$ cat src/rtl/rob_commit_unit.sv
// In-order commit buffer: allocates one entry per dispatched op, marks completions by index,
// retires from the head one op per cycle, and unwinds younger entries after a failed terminator.
module rob_commit_unit #(
    parameter int DEPTH     = 32,
    parameter int IDX_W     = 5,
    parameter int PR_ADDR_W = 5
) (
    input  logic                   clk,
    input  logic                   rst,
    // Handshakes: a transfer happens on a rising edge where valid && ready; ready never depends on valid.
    input  logic                   alloc_valid,
    output logic                   alloc_ready,
    input  logic [1:0]             alloc_dest_mask,
    input  logic [7:0]             alloc_arch_dests,
    input  logic [2*PR_ADDR_W-1:0] alloc_phys_dests,
    input  logic [2*PR_ADDR_W-1:0] alloc_old_phys,
    output logic [IDX_W-1:0]       alloc_entry,
    input  logic                   complete_arith_valid,
    input  logic                   complete_mem_valid,
    input  logic                   complete_term_valid,
    output logic                   complete_term_ready,
    input  logic                   complete_term_failed,
    input  logic [15:0]            term_address,
    input  logic [3*IDX_W-1:0]     ROB_entries_in,
    output logic                   retire_valid,
    output logic [1:0]             retire_dest_mask,
    output logic [7:0]             retire_arch_dests,
    output logic [2*PR_ADDR_W-1:0] retire_phys_dests,
    output logic [1:0]             free_valid,
    output logic [2*PR_ADDR_W-1:0] free_phys,
    output logic [1:0]             rollback_valid,
    output logic [7:0]             rollback_arch,
    output logic [2*PR_ADDR_W-1:0] rollback_phys,
    output logic                   flush,
    output logic [15:0]            redirect_pc,
    output logic [1:0]             debug_state
);

    typedef enum logic [1:0] {
        RUN      = 2'd0,
        SQUASH   = 2'd1,
        REDIRECT = 2'd2
    } state_t;

    state_t state_q, state_d;

    logic [IDX_W-1:0] head_q, tail_q, walk_q;
    logic [IDX_W:0]   count_q;
    logic [15:0]      redirect_addr_q;
    logic [DEPTH-1:0] busy_q, done_q, failed_q;

    logic [1:0]             mask_mem [DEPTH];
    logic [7:0]             arch_mem [DEPTH];
    logic [2*PR_ADDR_W-1:0] phys_mem [DEPTH];
    logic [2*PR_ADDR_W-1:0] old_mem  [DEPTH];
    logic [15:0]            addr_mem [DEPTH];

    logic             in_run, alloc_fire, pop, pop_failed;
    logic             arith_fire, mem_fire, term_fire;
    logic [IDX_W-1:0] arith_idx, mem_idx, term_idx;

    assign arith_idx = ROB_entries_in[3*IDX_W-1:2*IDX_W];
    assign mem_idx   = ROB_entries_in[2*IDX_W-1:IDX_W];
    assign term_idx  = ROB_entries_in[IDX_W-1:0];

    assign in_run              = (state_q == RUN);
    assign alloc_ready         = in_run && (count_q < (IDX_W+1)'(DEPTH));
    assign alloc_entry         = tail_q;
    assign complete_term_ready = in_run;
    assign debug_state         = state_q;

    assign alloc_fire = alloc_valid && alloc_ready;
    // Completions aimed at entries that are not in flight are silently dropped.
    assign arith_fire = in_run && complete_arith_valid && busy_q[arith_idx];
    assign mem_fire   = in_run && complete_mem_valid && busy_q[mem_idx];
    assign term_fire  = in_run && complete_term_valid && busy_q[term_idx];

    assign pop        = in_run && busy_q[head_q] && done_q[head_q];
    assign pop_failed = pop && failed_q[head_q];

    always_comb begin
        state_d = state_q;
        case (state_q)
            RUN: begin
                if (pop_failed) begin
                    state_d = (count_q == (IDX_W+1)'(1)) ? REDIRECT : SQUASH;
                end
            end
            SQUASH: begin
                if (walk_q == head_q) begin
                    state_d = REDIRECT;
                end
            end
            REDIRECT: state_d = RUN;
            default:  state_d = RUN;
        endcase
    end

    // Payload storage needs no reset: busy gates every read that matters.
    always_ff @(posedge clk) begin
        if (alloc_fire) begin
            mask_mem[tail_q] <= alloc_dest_mask;
            arch_mem[tail_q] <= alloc_arch_dests;
            phys_mem[tail_q] <= alloc_phys_dests;
            old_mem[tail_q]  <= alloc_old_phys;
        end
        if (term_fire) begin
            addr_mem[term_idx] <= term_address;
        end
    end

    always_ff @(posedge clk or negedge rst) begin
        if (!rst) begin
            state_q           <= RUN;
            head_q            <= '0;
            tail_q            <= '0;
            walk_q            <= '0;
            count_q           <= '0;
            redirect_addr_q   <= '0;
            busy_q            <= '0;
            done_q            <= '0;
            failed_q          <= '0;
            retire_valid      <= 1'b0;
            retire_dest_mask  <= '0;
            retire_arch_dests <= '0;
            retire_phys_dests <= '0;
            free_valid        <= '0;
            free_phys         <= '0;
            rollback_valid    <= '0;
            rollback_arch     <= '0;
            rollback_phys     <= '0;
            flush             <= 1'b0;
            redirect_pc       <= '0;
        end else begin
            state_q           <= state_d;
            retire_valid      <= 1'b0;
            retire_dest_mask  <= '0;
            retire_arch_dests <= '0;
            retire_phys_dests <= '0;
            free_valid        <= '0;
            free_phys         <= '0;
            rollback_valid    <= '0;
            rollback_arch     <= '0;
            rollback_phys     <= '0;
            flush             <= 1'b0;
            redirect_pc       <= '0;
            case (state_q)
                RUN: begin
                    if (alloc_fire) begin
                        busy_q[tail_q]   <= 1'b1;
                        done_q[tail_q]   <= 1'b0;
                        failed_q[tail_q] <= 1'b0;
                        tail_q           <= tail_q + IDX_W'(1);
                    end
                    if (arith_fire) done_q[arith_idx] <= 1'b1;
                    if (mem_fire)   done_q[mem_idx]   <= 1'b1;
                    if (term_fire) begin
                        done_q[term_idx]   <= 1'b1;
                        failed_q[term_idx] <= complete_term_failed;
                    end
                    if (pop) begin
                        busy_q[head_q]    <= 1'b0;
                        retire_valid      <= 1'b1;
                        retire_dest_mask  <= mask_mem[head_q];
                        retire_arch_dests <= arch_mem[head_q];
                        retire_phys_dests <= phys_mem[head_q];
                        free_valid        <= mask_mem[head_q];
                        free_phys         <= old_mem[head_q];
                        head_q            <= head_q + IDX_W'(1);
                        if (pop_failed) begin
                            redirect_addr_q <= addr_mem[head_q];
                            walk_q          <= tail_q - IDX_W'(1);
                        end
                    end
                    count_q <= count_q + {{IDX_W{1'b0}}, alloc_fire} - {{IDX_W{1'b0}}, pop};
                end
                SQUASH: begin
                    // Youngest first, so the rename table unwinds in reverse program order.
                    busy_q[walk_q] <= 1'b0;
                    rollback_valid <= mask_mem[walk_q];
                    rollback_arch  <= arch_mem[walk_q];
                    rollback_phys  <= old_mem[walk_q];
                    free_valid     <= mask_mem[walk_q];
                    free_phys      <= phys_mem[walk_q];
                    walk_q         <= walk_q - IDX_W'(1);
                end
                REDIRECT: begin
                    flush       <= 1'b1;
                    redirect_pc <= redirect_addr_q;
                    tail_q      <= head_q;
                    count_q     <= '0;
                end
                default: ;
            endcase
        end
    end

endmodule

$ cat config.mk
export PLATFORM = sky130hd
export DESIGN_NAME = rob_commit_unit
export DESIGN_NICKNAME = d
export VERILOG_FILES = /design/src/rtl/rob_commit_unit.sv
export SDC_FILE = /design/constraint.sdc
export NUM_CORES = 2
export LEC_CHECK = 0
export ABC_CLOCK_PERIOD_IN_PS = 4450
export CAP_MARGIN = 20
export CELL_PAD_IN_SITES_DETAIL_PLACEMENT = 1
export CELL_PAD_IN_SITES_GLOBAL_PLACEMENT = 2
export CORE_ASPECT_RATIO = 1.1
export CORE_MARGIN = 3
export CORE_UTILIZATION = 42
export CTS_CLUSTER_DIAMETER = 30
export DETAILED_ROUTE_END_ITERATION = 6
export PLACE_DENSITY_LB_ADDON = 0.05
export SKIP_CTS_REPAIR_TIMING = 1
export SLEW_MARGIN = 30
export SYNTH_ARGS = -nofsm -noshare
export SYNTH_HDL_FRONTEND = slang
export SYNTH_SLANG_ARGS = --single-unit
$ cat constraint.sdc
create_clock -name clk -period 4.45 [get_ports clk]
set_clock_uncertainty 0.05 [all_clocks]
set_input_delay 0.89 -clock clk [delete_from_list [all_inputs] [get_ports clk]]
set_output_delay 0.89 -clock clk [all_outputs]
set_load 0.1 [all_outputs]
After elaboration in Yosys (flattened, before gate mapping)
Memory sizes are Yosys's and may differ from the RTL's. A register that Yosys moved wholly into a read port is not among the register bits.
Cells that the tools add are included.
- memories kept: 5
- memory bits (writable): 1472
- bits of input ports: 68
- output and inout bits: 79
- register bits after elaboration: 189
- word-level logic and storage cells: 157
- memory list (name ; words ; width ; read ports ; clocked after memory_dff ; wr ports ; line ; source):
    addr_mem ; 32 ; 16 ; 1 ; 1 ; 1 ; 56 ; logic [15:0] addr_mem [DEPTH];
    old_mem ; 32 ; 10 ; 2 ; 0 ; 1 ; 55 ; logic [2*PR_ADDR_W-1:0] old_mem [DEPTH];
    phys_mem ; 32 ; 10 ; 2 ; 0 ; 1 ; 54 ; logic [2*PR_ADDR_W-1:0] phys_mem [DEPTH];
    arch_mem ; 32 ; 8 ; 2 ; 0 ; 1 ; 53 ; logic [7:0] arch_mem [DEPTH];
    mask_mem ; 32 ; 2 ; 2 ; 0 ; 1 ; 52 ; logic [1:0] mask_mem [DEPTH];
- add/subtract/negate cells: 6
- eq/ne operators: 8
- mux-type cells: 69
- bitwise gates (word level): 11
- reduce and logical (&&, ||, !) cells: 26
- order comparisons: 13
- operator list (cell ; count):
    2-to-1 mux 32 bit ; 13
    bitwise AND 32 bit ; 4
    OR 32 bit ; 4
    NOT 32 bit ; 3
    one-hot mux 32 bit (2 select lines) ; 1
    2-to-1 mux 10 bit ; 4
    less-than comparator 5 x 6 -> 1 bit (second input constant) ; 6
    bitwise mux 32 bit ; 1
    binary-select mux 1 bit (select 5 bit) ; 6
    demux 1 bit (select 5 bit) ; 6
    greater-or-equal comparator 5 x 1 -> 1 bit (second input constant) ; 6
    2-to-1 mux 8 bit ; 3
    one-hot mux 10 bit (2 select lines) ; 1
    one-hot mux 5 bit (2 select lines) ; 2
    2-to-1 mux 1 bit ; 19
    logical AND 1 bit ; 17
    2-to-1 mux 16 bit ; 1
    2-to-1 mux 5 bit ; 3
    2-to-1 mux 2 bit ; 6
    one-hot mux 6 bit (2 select lines) ; 1
    adder 5 x 1 -> 5 bit (second input constant) ; 2
    subtractor 5 x 1 -> 5 bit (second input constant) ; 2
    one-hot mux 2 bit (2 select lines) ; 2
    adder 6 x 1 -> 6 bit ; 1
    13 further kinds ; 19

Longest topological paths before layout
- depth after elaboration: 16
- gate-level depth with buffers: 20
- depth with buffers taken out: 15

Worst setup path after synthesis
OpenSTA, ideal clock, no wires.
- path type: register to register
- from: register state_q[1], in the netlist debug_state[1]
- to: register busy_q[4]
- clock period less this slack: 3.983 ns
- stages on the path, launching flop included: 12
- setup slack: 0.467 ns
- required time: 4.315 ns
- path buffers: 4
- setup time: 0.085 ns
- arrival time: 3.847 ns
- path through: dfrtp_1 > clkbuf_1 > or2_1 > buf_2 > inv_2 > and3_1 > buf_4 > nand2_1 > clkbuf_1 > nor2_1 > o32ai_1 > a31oi_1
- longest elaborated chain between the ends: 8
- elaborated cells on any way between the ends: 12
- those cells by class: eq/ne: 1; mux: 4; bitwise: 1; reduce/logical: 6
- RTL lines (item ; line ; source):
    from (decl) ; 45 ; state_t state_q, state_d;
    from (signal assigned) ; 135 ; state_q <= state_d;
    zero test 2 bit ; 66, 147 ;
    logical AND 1 bit ; 67 ; assign alloc_ready = in_run && (count_q < (IDX_W+1)'(DEPTH));
    logical AND 1 bit ; 72 ; assign alloc_fire = alloc_valid && alloc_ready;
    2-to-1 mux 32 bit ; 149 ; if (alloc_fire) begin
    2-to-1 mux 32 bit ; 147 ; case (state_q)
    bitwise AND 32 bit (no line) ; -- ;
    2-to-1 mux 32 bit ; 161 ; if (pop) begin
    one-hot mux 32 bit (2 select lines) ; 147 ;
    to (signal, indexed assignment) ; 150 ; busy_q[tail_q] <= 1'b1;
    to (signal, indexed assignment) ; 162 ; busy_q[head_q] <= 1'b0;
    to (signal, indexed assignment) ; 179 ; busy_q[walk_q] <= 1'b0;
    to (decl) ; 50 ; logic [DEPTH-1:0] busy_q, done_q, failed_q;
Parallel ways exist; a longest one is shown, timed or not. The select of a mux whose other input is x is not followed.
A chain may end at the register's enable or synchronous reset.

Final worst setup path
- from: register head_q[1]
- to: register retire_phys_dests[6]
- longest elaborated chain between the ends: 6
- elaborated cells on any way between the ends: 9
- those cells by class: mux: 6; reduce/logical: 2; memory: 1
- RTL lines (item ; line ; source):
    from (decl) ; 47 ; logic [IDX_W-1:0] head_q, tail_q, walk_q;
    from (signal assigned) ; 169 ; head_q <= head_q + IDX_W'(1);
    binary-select mux 1 bit (select 5 bit) ; 78 ; assign pop = in_run && busy_q[head_q] && done_q[head_q];
    2-to-1 mux 1 bit (not written as such) ; 78 ;
    logical AND 1 bit (2 in series) ; 78 ;
    2-to-1 mux 10 bit (*) ; 161 ;
    2-to-1 mux 10 bit (*) ; 147 ;
    to (signal assigned) ; 166 ; retire_phys_dests <= phys_mem[head_q];
    to (decl) ; 28 ; output logic [2*PR_ADDR_W-1:0] retire_phys_dests,
Mark *: on every way between the ends. The rest lies on a longest branch, timed or not. The select of a mux whose other input is x is not followed.

==> summary.txt <==
Status
  – Status: complete, no violations

Synth
  – Mapped Cells: about 3.8k
  – Flop and latch count out of synthesis: between 1.5k and 2k
  – Post-synth EDFFs: roughly 1.5k
  – Synth Flop Type: edfxtp_1
  – Net Count, Synth: between 3k and 4k
  – Mapped Avg Cell Area: between 15 and 20 um^2
  – Syn. warnings: 0
  – Seq/Total Area, Yosys: approximately two thirds
  – Mapped Area: 73100 um^2
  – Fraction of registers with async set/reset: 12.2%
  – Yosys cell types: between 80 and 90

Min path
  – Worst Hold Endpoint: arch_mem[0][4]$_DFFE_PP_
  – Worst hold start: alloc_arch_dests[4]
  – Hold Path Cell Cnt: 1
  – HP Class: in -> reg

Floorplan
  – Die Height: between 400 and 500 um
  – Std-Cell Rows: 160
  – I/O pins: ~150
  – CORE AREA: around 170000 um^2
  – Die width: 404 um
  – Starting Density: roughly 42%
  – DIE AREA: 179000 um^2

Finish
  – Fill count: 15.3k
  – Design area: just over 90000 um^2
  – Share of layout cells above drive strength 1: about 37%
  – Fin nets: ~4.4k
  – Fin util: a little over half
  – Syn-to-layout area delta: 26.4%

Global route
  – Grt ovf: 0
  – Gr usage total: around 30%
  – Largest net degree at the start of global routing: between 100 and 150
  – Initial antenna violation count: 14
  – First-pass GRT wire length: around 380000 um
  – Vias in the first global route: between 40k and 50k

Timing
  – Final setup vio count: 0
  – Fin crit period: approximately 4.0 ns
  – Worst-margin pin slew: between 1 and 1.5 ns
  – RSZ-0062 raised after global routing: no
  – Fin crit share: 90.0%
  – Max Slew Vio Count: 0
  – Rel. slew slack: around 31%
  – Final TNS setup: 0 ns
  – Maximum clock rate: roughly 0.25 GHz
  – Final hold violations: 0

Critical path
  – R2R depth: 7
  – Crit path arrival time: between 4 and 5 ns
  – Maximum fanout along the worst path: around 130
  – Worst EP required: roughly 5.3 ns
  – Critical Path Source Type: flip-flop
  – Reg2Reg Capture Point: retire_phys_dests[6]$_DFF_PN0_
  – R2R Path Start: head_q[1]$_DFFE_PN0P_
  – Worst Setup Path Type: reg -> reg
  – Critical path endpoint category: flip-flop
  – Worst R2R Setup Slack: 0.45 ns

Pwr
  – Switching Share: about a fifth
  – Flop pwr share: between 30% and 40%
  – Static Leakage: around 30 nW
  – Power share of the clock group: a little over three fifths
  – Logic pwr share: less than 1%
  – Worst vdd ir: approximately 0.48 mV
  – NetSw: ~0.0095 W
  – Int Pwr: about 0.037 W
  – Pwr dens: a little over 500 nW/um^2

Clock tree
  – # clock sinks: about 1.7k
  – H-tree Lvls: 5
  – CTS root buf: clkbuf_16
  – Longest Clk Path Bufs: 4
  – TritonCTS clock tree: yes
  – CTS buffer count: 397
  – Clock transition at path regs: 0.05 ns
  – Clk_lat worst skew: ~0.94 ns

Routing
  – WL final: around 270000 um
  – DRC: 0
  – Drt initial violations: about 4.9k
  – Drt via density: approximately 6.4
  – Final ANT Viol Nets: 0
  – Vias: about 44k
  – First drt pass iteration count: 6
  – DR WL/cell: approximately 39 um

Place
  – DP HPWL: approximately 160000 um
  – DP Area: slightly below 80000 um^2
  – PortBufs: between 100 and 150
  – Gpl congestion: between 0.8 and 0.9

Run
  – Max-cap viol count: 0
==> cell type report <==
class	instances	area [um^2]	area share, %
Sequential cell	1677	49300	53.4
Multi-Input combinational cell	1807	22600	24.4
Clock buffer	463	10500	11.4
Timing Repair Buffer	399	3930	4.25
Clock inverter	255	3060	3.30
Tap cell	2268	2840	3.07
Inverter	46	173	0.187
Antenna cell	9	22.5	0.0244
==> sequential cells by signal, summed over array words and instances (netlist names), 8 cells and up <==
| register | flops |
|---|---|
| retire_phys_dests | 10 |
| rollback_phys | 10 |
| redirect_pc | 16 |
| arch_mem | 256 |
| phys_mem | 320 |
| done_q | 32 |
| rollback_arch | 8 |
| mask_mem | 64 |
| redirect_addr_q | 16 |
| busy_q | 32 |
| failed_q | 32 |
| addr_mem | 512 |
| retire_arch_dests | 8 |
| old_mem | 320 |
| free_phys | 10 |
==> worst max path at each step <==
stage                                     startpoint                              to  slack [ns]  cells past startpoint
after floorplan           debug_state[1]$_DFFE_PN0P_           busy_q[4]$_DFFE_PN0P_        0.47                     11
after global placement         head_q[0]$_DFFE_PN0P_          free_phys[2]$_DFF_PN0_       -0.13                      7
after detailed placement          ROB_entries_in[10]          done_q[21]$_DFFE_PN0P_        0.34                      8
after CTS                      head_q[1]$_DFFE_PN0P_         free_valid[0]$_DFF_PN0_        0.53                      7
after global routing           head_q[3]$_DFFE_PN0P_          count_q[4]$_DFFE_PN0P_        0.30                     16
final                          head_q[1]$_DFFE_PN0P_  retire_phys_dests[6]$_DFF_PN0_        0.45                      7
==> metal layers <==
layer  global-route usage (%)  share of wire (%)  routed length [um]
met1                     39.0                 39              105000
met2                     50.2                 50              136000
met3                     5.51                6.6               17800
met4                     12.2                3.9               10600
met5                        0             0.0048                  13
==> metrics by stage <==
stage / hold WS [ns] / worst slack (ns) / total power, W / instances
6_report: 0.386 / 0.446 / 0.0469 / 6924
5_1_grt: 0.388 / 0.301 / 0.0482 / 6920
4_1_cts: -0.0640 / 0.531 / 0.0473 / 6912
3_5_place_dp: 0.429 / 0.344 / 0.0179 / 6194
3_3_place_gp: 0.424 / -0.132 / 0.0178 / 6191
2_1_floorplan: 0.399 / 0.467 / 0.0175 / 3812
==> cells in the mapped netlist (31+ instances only) <==
master / instances / share of area, %
edfxtp_1: 1472 / 60
inv_1: 41 / 0.21
clkbuf_1: 123 / 0.63
mux2i_1: 74 / 1.0
o21ai_0: 56 / 0.38
nand2_1: 99 / 0.51
dfrtp_1: 205 / 7.0
o22ai_1: 142 / 1.2
nor3_1: 40 / 0.27
mux4_2: 631 / 19
a22oi_1: 190 / 2.0
buf_1: 39 / 0.20
nand4_1: 31 / 0.27
nor2_1: 107 / 0.55
buf_2: 77 / 0.53
nand3_1: 43 / 0.29
==> critical path: stages, from the launching register on <==
cell and delay, ns:
dfrtp_4 0.71, buf_4 0.50, buf_4 0.42, buf_12 0.66, mux4_2 0.38, o22ai_1 0.12, or4_1 0.73, nor2_1 0.15
==> kinds of logic after synthesis <==
| family | share of synthesized area [%] |
|---|---|
| buffers and inverters | 2.12 |
| AND/OR/NAND/NOR | 3.34 |
| multiplexers | 20.9 |
| XOR/XNOR | 0.192 |
| flip-flops | 67.4 |
| adder cells (fa/ha/maj) | 0.318 |
| AO/OA/AOI/OAI | 5.72 |
==> power by group through the flow <==
| stage | Combinational (W) | Clock [W] | Sequential (W) |
|---|---|---|---|
| floorplan | 0.0000515 | 0 | 0.0174 |
| global placement | 0.000395 | 0 | 0.0174 |
| global route | 0.000437 | 0.0306 | 0.0171 |
| finish | 0.000400 | 0.0294 | 0.0172 |
| CTS | 0.000415 | 0.0297 | 0.0172 |
| detailed placement | 0.000416 | 0 | 0.0174 |
==> cells in the final DEF (no fill, tap or decap), drive strengths merged, types with 13 or more instances in the layout <==
cell,n
o32a,16
mux2,23
nand2,101
dfrtp,205
edfxtp,1472
or2,15
clkinvlp,54
and2,23
o22ai,142
bufinv,58
a31oi,13
nor2,107
inv,70
ha,17
a22oi,190
o21ai,63
mux4,631
a21oi,26
or4,24
nor3,43
a41oi,19
clkinv,119
nand4,31
and3,15
buf,299
clkbuf,463
mux2i,74
clkdlybuf4s50,99
nand3,44
No activity file was read; power rests on OpenSTA's default activity.
